File: config.mk
export PLATFORM = sky130hd
export DESIGN_NAME = axilite_m
export DESIGN_NICKNAME = d
export VERILOG_FILES = /design/src/rtl/axilite_m.sv
export SDC_FILE = /design/constraint.sdc
export NUM_CORES = 1
export LEC_CHECK = 0
export ABC_CLOCK_PERIOD_IN_PS = 2150
export CAP_MARGIN = 20
export CORE_AREA = 2 2 147 164
export CTS_BUF_LIST = sky130_fd_sc_hd__clkbuf_4 sky130_fd_sc_hd__clkbuf_8
export DETAILED_ROUTE_END_ITERATION = 6
export DIE_AREA = 0 0 149 166
export PLACE_DENSITY = 0.66
export SYNTH_ARGS = -nofsm -noshare
export SYNTH_HDL_FRONTEND = slang
export SYNTH_SLANG_ARGS = --single-unit
File: constraint.sdc
create_clock -name m_axi_aclk -period 2.15 [get_ports m_axi_aclk]
set_clock_uncertainty 0.15 [all_clocks]
set_input_delay 0.43 -clock m_axi_aclk [delete_from_list [all_inputs] [get_ports m_axi_aclk]]
set_output_delay 0.43 -clock m_axi_aclk [all_outputs]
set_load 0.05 [all_outputs]
File: src/rtl/axilite_m.sv
// Purpose : AXI4-Lite master; turns local single-beat write/read commands into AXI4-Lite transactions.
// Latency : cmd accept -> rsp_valid in 3 edges (write and read) against a zero-wait responder.
// Backpr. : one transaction outstanding; cmd_ready only in IDLE; rsp_* held until rsp_ready.
//
// Ports:
//   m_axi_aclk / m_axi_aresetn       clock, asynchronous active-low reset
//   cmd_*                            local command (valid/ready, write, addr, wdata)
//   rsp_*                            local response (valid/ready, write, rdata, resp)
//   m_axi_aw* / w* / b* / ar* / r*   AXI4-Lite master channels
//   busy                             high whenever the FSM is not IDLE
//   wr_count / rd_count / err_count  wrapping completion counters

module axilite_m #(
    parameter int CNT_W = 16
) (
    input  logic             m_axi_aclk,
    input  logic             m_axi_aresetn,

    // local command port
    input  logic             cmd_valid,
    output logic             cmd_ready,
    input  logic             cmd_write,
    input  logic [31:0]      cmd_addr,
    input  logic [31:0]      cmd_wdata,

    // local response port
    output logic             rsp_valid,
    input  logic             rsp_ready,
    output logic             rsp_write,
    output logic [31:0]      rsp_rdata,
    output logic [1:0]       rsp_resp,

    // write address channel
    output logic             m_axi_awvalid,
    input  logic             m_axi_awready,
    output logic [31:0]      m_axi_awaddr,

    // write data channel
    output logic             m_axi_wvalid,
    input  logic             m_axi_wready,
    output logic [31:0]      m_axi_wdata,

    // write response channel
    input  logic             m_axi_bvalid,
    output logic             m_axi_bready,
    input  logic [1:0]       m_axi_bresp,

    // read address channel
    output logic             m_axi_arvalid,
    input  logic             m_axi_arready,
    output logic [31:0]      m_axi_araddr,

    // read data channel
    input  logic             m_axi_rvalid,
    output logic             m_axi_rready,
    input  logic [31:0]      m_axi_rdata,
    input  logic [1:0]       m_axi_rresp,

    // status
    output logic             busy,
    output logic [CNT_W-1:0] wr_count,
    output logic [CNT_W-1:0] rd_count,
    output logic [CNT_W-1:0] err_count
);

    typedef enum logic [2:0] {
        IDLE    = 3'd0,
        WR_REQ  = 3'd1,
        WR_RESP = 3'd2,
        RD_REQ  = 3'd3,
        RD_RESP = 3'd4,
        RSP     = 3'd5
    } state_t;

    state_t state_q, state_d;

    // AXI request side
    logic             awvalid_q, awvalid_d;
    logic             wvalid_q,  wvalid_d;
    logic             arvalid_q, arvalid_d;
    logic             bready_q,  bready_d;
    logic             rready_q,  rready_d;
    logic [31:0]      awaddr_q,  awaddr_d;
    logic [31:0]      wdata_q,   wdata_d;
    logic [31:0]      araddr_q,  araddr_d;

    // AW and W complete independently; these remember which one already has
    logic             aw_done_q, aw_done_d;
    logic             w_done_q,  w_done_d;

    // local response holding registers
    logic             rsp_valid_q, rsp_valid_d;
    logic             rsp_write_q, rsp_write_d;
    logic [31:0]      rsp_rdata_q, rsp_rdata_d;
    logic [1:0]       rsp_resp_q,  rsp_resp_d;

    // counters
    logic [CNT_W-1:0] wr_count_q,  wr_count_d;
    logic [CNT_W-1:0] rd_count_q,  rd_count_d;
    logic [CNT_W-1:0] err_count_q, err_count_d;

    // handshake decodes
    logic aw_hs, w_hs, b_hs, ar_hs, r_hs;
    logic aw_fin, w_fin;

    assign aw_hs  = awvalid_q & m_axi_awready;
    assign w_hs   = wvalid_q  & m_axi_wready;
    assign b_hs   = m_axi_bvalid & bready_q;
    assign ar_hs  = arvalid_q & m_axi_arready;
    assign r_hs   = m_axi_rvalid & rready_q;

    // "done" includes a handshake completing on this very edge, so the last
    // of AW/W (or both together) moves straight on to WR_RESP
    assign aw_fin = aw_done_q | aw_hs;
    assign w_fin  = w_done_q  | w_hs;

    // ------------------------------------------------------------------
    // next-state / datapath
    // ------------------------------------------------------------------
    always_comb begin
        state_d     = state_q;
        awvalid_d   = awvalid_q;
        wvalid_d    = wvalid_q;
        arvalid_d   = arvalid_q;
        bready_d    = bready_q;
        rready_d    = rready_q;
        awaddr_d    = awaddr_q;
        wdata_d     = wdata_q;
        araddr_d    = araddr_q;
        aw_done_d   = aw_done_q;
        w_done_d    = w_done_q;
        rsp_valid_d = rsp_valid_q;
        rsp_write_d = rsp_write_q;
        rsp_rdata_d = rsp_rdata_q;
        rsp_resp_d  = rsp_resp_q;
        wr_count_d  = wr_count_q;
        rd_count_d  = rd_count_q;
        err_count_d = err_count_q;

        unique case (state_q)
            IDLE: begin
                if (cmd_valid) begin
                    if (cmd_write) begin
                        awaddr_d  = cmd_addr;
                        wdata_d   = cmd_wdata;
                        awvalid_d = 1'b1;
                        wvalid_d  = 1'b1;
                        aw_done_d = 1'b0;
                        w_done_d  = 1'b0;
                        state_d   = WR_REQ;
                    end else begin
                        araddr_d  = cmd_addr;
                        arvalid_d = 1'b1;
                        state_d   = RD_REQ;
                    end
                end
            end

            WR_REQ: begin
                // each valid drops only on its own handshake; address/data
                // registers are untouched here so they stay stable
                if (aw_hs) begin
                    awvalid_d = 1'b0;
                    aw_done_d = 1'b1;
                end
                if (w_hs) begin
                    wvalid_d = 1'b0;
                    w_done_d = 1'b1;
                end
                if (aw_fin && w_fin) begin
                    aw_done_d = 1'b0;
                    w_done_d  = 1'b0;
                    bready_d  = 1'b1;
                    state_d   = WR_RESP;
                end
            end

            WR_RESP: begin
                if (b_hs) begin
                    rsp_resp_d  = m_axi_bresp;
                    rsp_rdata_d = 32'h0;
                    rsp_write_d = 1'b1;
                    bready_d    = 1'b0;
                    rsp_valid_d = 1'b1;
                    wr_count_d  = wr_count_q + CNT_W'(1);
                    if (m_axi_bresp != 2'b00) begin
                        err_count_d = err_count_q + CNT_W'(1);
                    end
                    state_d     = RSP;
                end
            end

            RD_REQ: begin
                if (ar_hs) begin
                    arvalid_d = 1'b0;
                    rready_d  = 1'b1;
                    state_d   = RD_RESP;
                end
            end

            RD_RESP: begin
                if (r_hs) begin
                    rsp_resp_d  = m_axi_rresp;
                    rsp_rdata_d = m_axi_rdata;
                    rsp_write_d = 1'b0;
                    rready_d    = 1'b0;
                    rsp_valid_d = 1'b1;
                    rd_count_d  = rd_count_q + CNT_W'(1);
                    if (m_axi_rresp != 2'b00) begin
                        err_count_d = err_count_q + CNT_W'(1);
                    end
                    state_d     = RSP;
                end
            end

            RSP: begin
                if (rsp_ready) begin
                    rsp_valid_d = 1'b0;
                    state_d     = IDLE;
                end
            end

            default: begin
                state_d = IDLE;
            end
        endcase
    end

    // ------------------------------------------------------------------
    // state registers
    // ------------------------------------------------------------------
    always_ff @(posedge m_axi_aclk or negedge m_axi_aresetn) begin
        if (!m_axi_aresetn) begin
            state_q     <= IDLE;
            awvalid_q   <= 1'b0;
            wvalid_q    <= 1'b0;
            arvalid_q   <= 1'b0;
            bready_q    <= 1'b0;
            rready_q    <= 1'b0;
            awaddr_q    <= 32'h0;
            wdata_q     <= 32'h0;
            araddr_q    <= 32'h0;
            aw_done_q   <= 1'b0;
            w_done_q    <= 1'b0;
            rsp_valid_q <= 1'b0;
            rsp_write_q <= 1'b0;
            rsp_rdata_q <= 32'h0;
            rsp_resp_q  <= 2'b00;
            wr_count_q  <= '0;
            rd_count_q  <= '0;
            err_count_q <= '0;
        end else begin
            state_q     <= state_d;
            awvalid_q   <= awvalid_d;
            wvalid_q    <= wvalid_d;
            arvalid_q   <= arvalid_d;
            bready_q    <= bready_d;
            rready_q    <= rready_d;
            awaddr_q    <= awaddr_d;
            wdata_q     <= wdata_d;
            araddr_q    <= araddr_d;
            aw_done_q   <= aw_done_d;
            w_done_q    <= w_done_d;
            rsp_valid_q <= rsp_valid_d;
            rsp_write_q <= rsp_write_d;
            rsp_rdata_q <= rsp_rdata_d;
            rsp_resp_q  <= rsp_resp_d;
            wr_count_q  <= wr_count_d;
            rd_count_q  <= rd_count_d;
            err_count_q <= err_count_d;
        end
    end

    // ------------------------------------------------------------------
    // outputs
    // ------------------------------------------------------------------
    // gated with reset so the command port reads not-ready while held in reset
    assign cmd_ready     = (state_q == IDLE) & m_axi_aresetn;
    assign busy          = (state_q != IDLE);

    assign m_axi_awvalid = awvalid_q;
    assign m_axi_awaddr  = awaddr_q;
    assign m_axi_wvalid  = wvalid_q;
    assign m_axi_wdata   = wdata_q;
    assign m_axi_bready  = bready_q;
    assign m_axi_arvalid = arvalid_q;
    assign m_axi_araddr  = araddr_q;
    assign m_axi_rready  = rready_q;

    assign rsp_valid     = rsp_valid_q;
    assign rsp_write     = rsp_write_q;
    assign rsp_rdata     = rsp_rdata_q;
    assign rsp_resp      = rsp_resp_q;

    assign wr_count      = wr_count_q;
    assign rd_count      = rd_count_q;
    assign err_count     = err_count_q;

endmodule
Yosys cells after proc, flatten, opt, wreduce, memory -nomap -nowiden
Index checks and enable logic that the tools add are counted.

Register bits after elaboration: 190. Input port bits: 110. Output and inout port bits: 187. Logic and storage cells: 123.

Add/sub/neg operators: 3. Equal/unequal tests: 19. Mux-type cells: 48. Bitwise operators: 9. Reduce and logical (&&, ||, !) cells: 26.

Operator list (count): 2-to-1 mux 16 bit (4); 2-to-1 mux 32 bit (2); case mux 32 bit (2 select lines) (1); adder 16 x 1 -> 16 bit, second input constant (3); case mux 16 bit (2 select lines) (1); inequality test 2 bit, second input constant (12); AND reduction 4 bit (6); 2-to-1 mux 1 bit (20); 2-to-1 mux 3 bit (6); case mux 3 bit (6 select lines) (1); case mux 1 bit (2 select lines) (8); AND reduction 3 bit (5); nonzero test 2 bit (7); bitwise AND 1 bit (6); == test 3 x 2 -> 1 bit, second input constant (2); == test 3 bit, second input constant (2); 2-to-1 mux 2 bit (3); inequality test 3 bit, second input constant (2); AND reduction 6 bit (1); nonzero test 3 bit (2); AND reduction 5 bit (1); case mux 2 bit (2 select lines) (1); AND reduction 2 bit (2); == test 3 x 1 -> 1 bit, second input constant (1); 5 further kinds (6).

Longest topological paths before layout
Depth after elaboration: 5. Mapped depth: 7. Mapped depth without buffers: 5.

Worst setup path before layout
OpenSTA, ideal clock, no wires.

Path kind: register -> register. From: register rready_q, in the netlist m_axi_rready. To: register err_count_q[8], in the netlist err_count[8]. Library setup time: 0.146 ns. Data arrival time: 1.886 ns. Required time: 1.854 ns. Slack: -0.032 ns. Cell stages (with the launch flop): 5. Path buffers: 0. Clock period less this slack: 2.182 ns. Path through: dfrtp_1 nand2_1 a221o_1 a2111oi_2 xor2_1.

Longest elaborated chain between the ends: 3.

Ends and longest elaborated chain: start, declared (RTL line 82) `logic rready_q, rready_d;`; start signal, assigned (RTL line 258) `rready_q <= rready_d;`; bitwise AND 1 bit (RTL line 110) `assign r_hs = m_axi_rvalid & rready_q;`; inequality test 2 bit (no source line); AND reduction 5 bit (no source line); end signal, assigned (RTL line 270) `err_count_q <= err_count_d;`; end, declared (RTL line 100) `logic [CNT_W-1:0] err_count_q, err_count_d;`.

No other way between the ends. A chain may end at the register's enable or synchronous reset.

Worst setup path after layout
From: register state_q[1]. To: output cmd_ready.

Longest elaborated chain between the ends: 2.

Ends and longest elaborated chain: start, declared (RTL line 75) `state_t state_q, state_d;`; start signal, assigned (RTL line 253) `state_q <= state_d;`; zero test 3 bit (RTL line 278) `assign cmd_ready = (state_q == IDLE) & m_axi_aresetn;`; bitwise AND 1 bit (RTL line 278); end, declared (RTL line 21) `output logic cmd_ready,`.

No other way between the ends.

==> metrics <==
Max-slew headroom ~60%; top layer in use met4; drt initial violations roughly 190; CTS root buf clkbuf_8; FP Rows 59; met2 routed WL 10.3 mm; fin nets about 1000; FMAX roughly 480 MHz; Mapped Area a little under 0.008 mm²; Cell variety after synth between 40 and 50; core area approximately 0.023 mm²; WL final about 21 mm; most common cell after layout, fill and taps aside dfrtp_1; post-DR vias/cell ~4.7; R2R Path Start state_q[1]$_DFFE_PN0P_; Post-Place Cells approximately 1200; DRC viols 0; initial core utilization between 30% and 40%; Setup crit start state_q[1]$_DFFE_PN0P_; IO Pins around 300; Power Density 1600 mW/mm²; vias in the first global route slightly above 6000; Clock Latency Late Sink roughly 0.47 ns; first-pass GRT wire length 33.6 mm; placed wire-length estimate between 15 and 20 mm; clock sinks 190; RSZ-0062 raised after global routing true; Post-Layout Cell Count about 1200; CTS tree done; H-tree depth reported by CTS 4; final hold violations 0; # setup viols final 0; Tot GR Track Use between 10% and 20%; Slew @ Worst Pin approximately 0.60 ns; Max-Cap Viols 0; fin crit share just under 100%; cell count after synthesis 556; Detail Route met3 WL ~1.4 mm; CP Class flop to output pin; Avg Cell Area, Syn roughly 14 µm²; Leakage about 0.0054 µW; initial antenna violation count 1; WL per Instance between 15 and 20 µm; CP endpoint kind output pin; DIE WIDTH 149 µm; crit path DAT approximately 1.5 ns; outcome finished clean; Clk pin slew, worst setup/hold paths 0.11 ns; Final Cell Area 0.0115 mm²; Post-DP Area 0.0112 mm²; Synth-to-Final Area Change 49.4%; wl on met1 slightly below 9 mm; Period minus WS final around 2.1 ns; GP Congestion around 0.77; total power about 18000 µW; First-pass DRT Iterations 4; Congestion Overflow GR 0; Post-Syn Nets ~670; Max Root-Sink Buffers 2; sequential area share after synthesis approximately three fifths; Vias roughly 5700; largest net degree at the start of global routing 100; IR drop worst, VDD roughly 0.79 mV; IO Port Bufs ~300; Routed Antenna Nets 0; height of the chip roughly 170 µm; number of buffers created by CTS 17; Tightest Hold Check Type input port to async pin; pins over their slew limit 0; Yosys reg bits 190; YS warnings 0; Worst Path Required between 1.5 and 2 ns; share of post-route cells with drive strength above 1 a little under a third; most frequent cells in the layout 187 x dfrtp_1, 113 x dlygate4sd2_1, 109 x buf_4; die area 0.0247 mm²; CP Max Fanout 3; Critical Path Source Type flop
==> logic make-up (layout without fill, tap and decap cells) <==
family,after synthesis,in the layout,synth area share (%)
xor gates and xnor gates,45,45,5.10
muxes,101,101,14.7
other,0,1,0
AOI/OAI and AO/OA,72,72,7.91
DFF,190,190,61.6
buffers and inverters,32,380,1.86
and+or+nand+nor,113,113,8.36
adders and majority gates,3,3,0.486
==> cells in the mapped netlist (all sizes together) <==
library cell	instances	area share [%]
a21oi	7	0.45
o211a	1	0.13
a221o	1	0.13
o22ai	1	0.081
inv	7	0.34
mux2	101	15
and2	1	0.081
nor2	13	0.63
clkbuf	3	0.15
nor2b	1	0.081
xnor2	22	2.5
ha	3	0.49
or4	1	0.15
nand2	32	1.6
a211oi	5	0.49
nor3b	3	0.36
a41oi	2	0.23
nand3	12	0.78
a31oi	5	0.40
nor4	2	0.36
and3b	3	0.34
nand4	14	1.1
dfrtp	190	62
buf	22	1.4
a22oi	1	0.16
a21o	1	0.097
o21ai	5	0.32
a2111oi	8	1.5
xor2	23	2.6
or2	1	0.081
a22o	33	3.7
or3b	4	0.45
and3	7	0.57
and4	3	0.34
nand2b	4	0.32
nor3	10	0.91
or3	2	0.23
o211ai	2	0.19
==> layer usage <==
| metal | global-route usage [%] | vias to the layer above |
|---|---|---|
| met5 | 0 | - |
| met4 | 5.67 | 0 |
| met3 | 5.58 | 32 |
| met2 | 28.4 | 164 |
| met1 | 21.7 | 2856 |
| li1 | - | 2686 |
==> report_power, final <==
group,internal [µW],leakage [µW],switching (µW)
Clock,917,0.000204,1510
Sequential,4950,0.00237,800
Combinational,3330,0.00283,6950
Total,9200,0.00541,9260
==> worst max-delay path, cell delays in order, from the launching register on <==
cell and delay, ns:
dfrtp_2 0.42, nor3_1 0.19, buf_4 0.16, and2_4 0.15, buf_12 0.13
==> timing repair <==
action                                  4_1_cts  5_1_grt
hold endpoints to repair                    166        0
endpoints found under the setup margin      115       36
gates resized for setup                     116        5
pin swaps                                     0        0
setup buffers                                 4        0
hold buffers                                  1        0
==> stage by stage <==
stage	TNS [ns]	util [%]	hold WS [ns]	setup WS (ns)
floorplan	0	-	-0.0156	0.0324
global placement	-5.43	48.3	0.115	-0.162
detailed placement	-5.87	48.3	0.109	-0.174
CTS	0	49.7	0.139	0.00636
global route	-0.0249	49.8	0.151	-0.0249
finish	0	49.8	0.183	0.0649
==> cell type report <==
type / count / area [µm²]
Multi-Input combinational cell: 334 / 2860
Timing Repair Buffer: 341 / 3090
Clock inverter: 14 / 166
Fill cell: 2162 / 11600
Tap cell: 305 / 382
Inverter: 7 / 26.3
Sequential cell: 190 / 4760
Clock buffer: 18 / 248
Antenna cell: 1 / 2.50
==> final timing paths <==
kind	end	slack [ns]	depth (start not counted)
setup / recovery	cmd_ready	0.06	4
hold / removal	m_axi_wdata[14]$_DFFE_PN0P_	0.18	2
setup reg to reg	rd_count[12]$_DFFE_PN0P_	0.06	5
hold reg to reg	wr_count[15]$_DFFE_PN0P_	0.32	1
max in group asynchronous	m_axi_wdata[7]$_DFFE_PN0P_	0.86	3
min in group m_axi_aclk	wr_count[15]$_DFFE_PN0P_	0.32	1
==> flip-flops by register name, summed over array words and instances, names as in the netlist, 2 cells and up <==
name          cells
rsp_rdata        32
rsp_resp          2
m_axi_araddr     32
rd_count         16
wr_count         16
m_axi_awaddr     32
err_count        16
m_axi_wdata      32
state_q           3
Power figures use the tool's default switching activity.
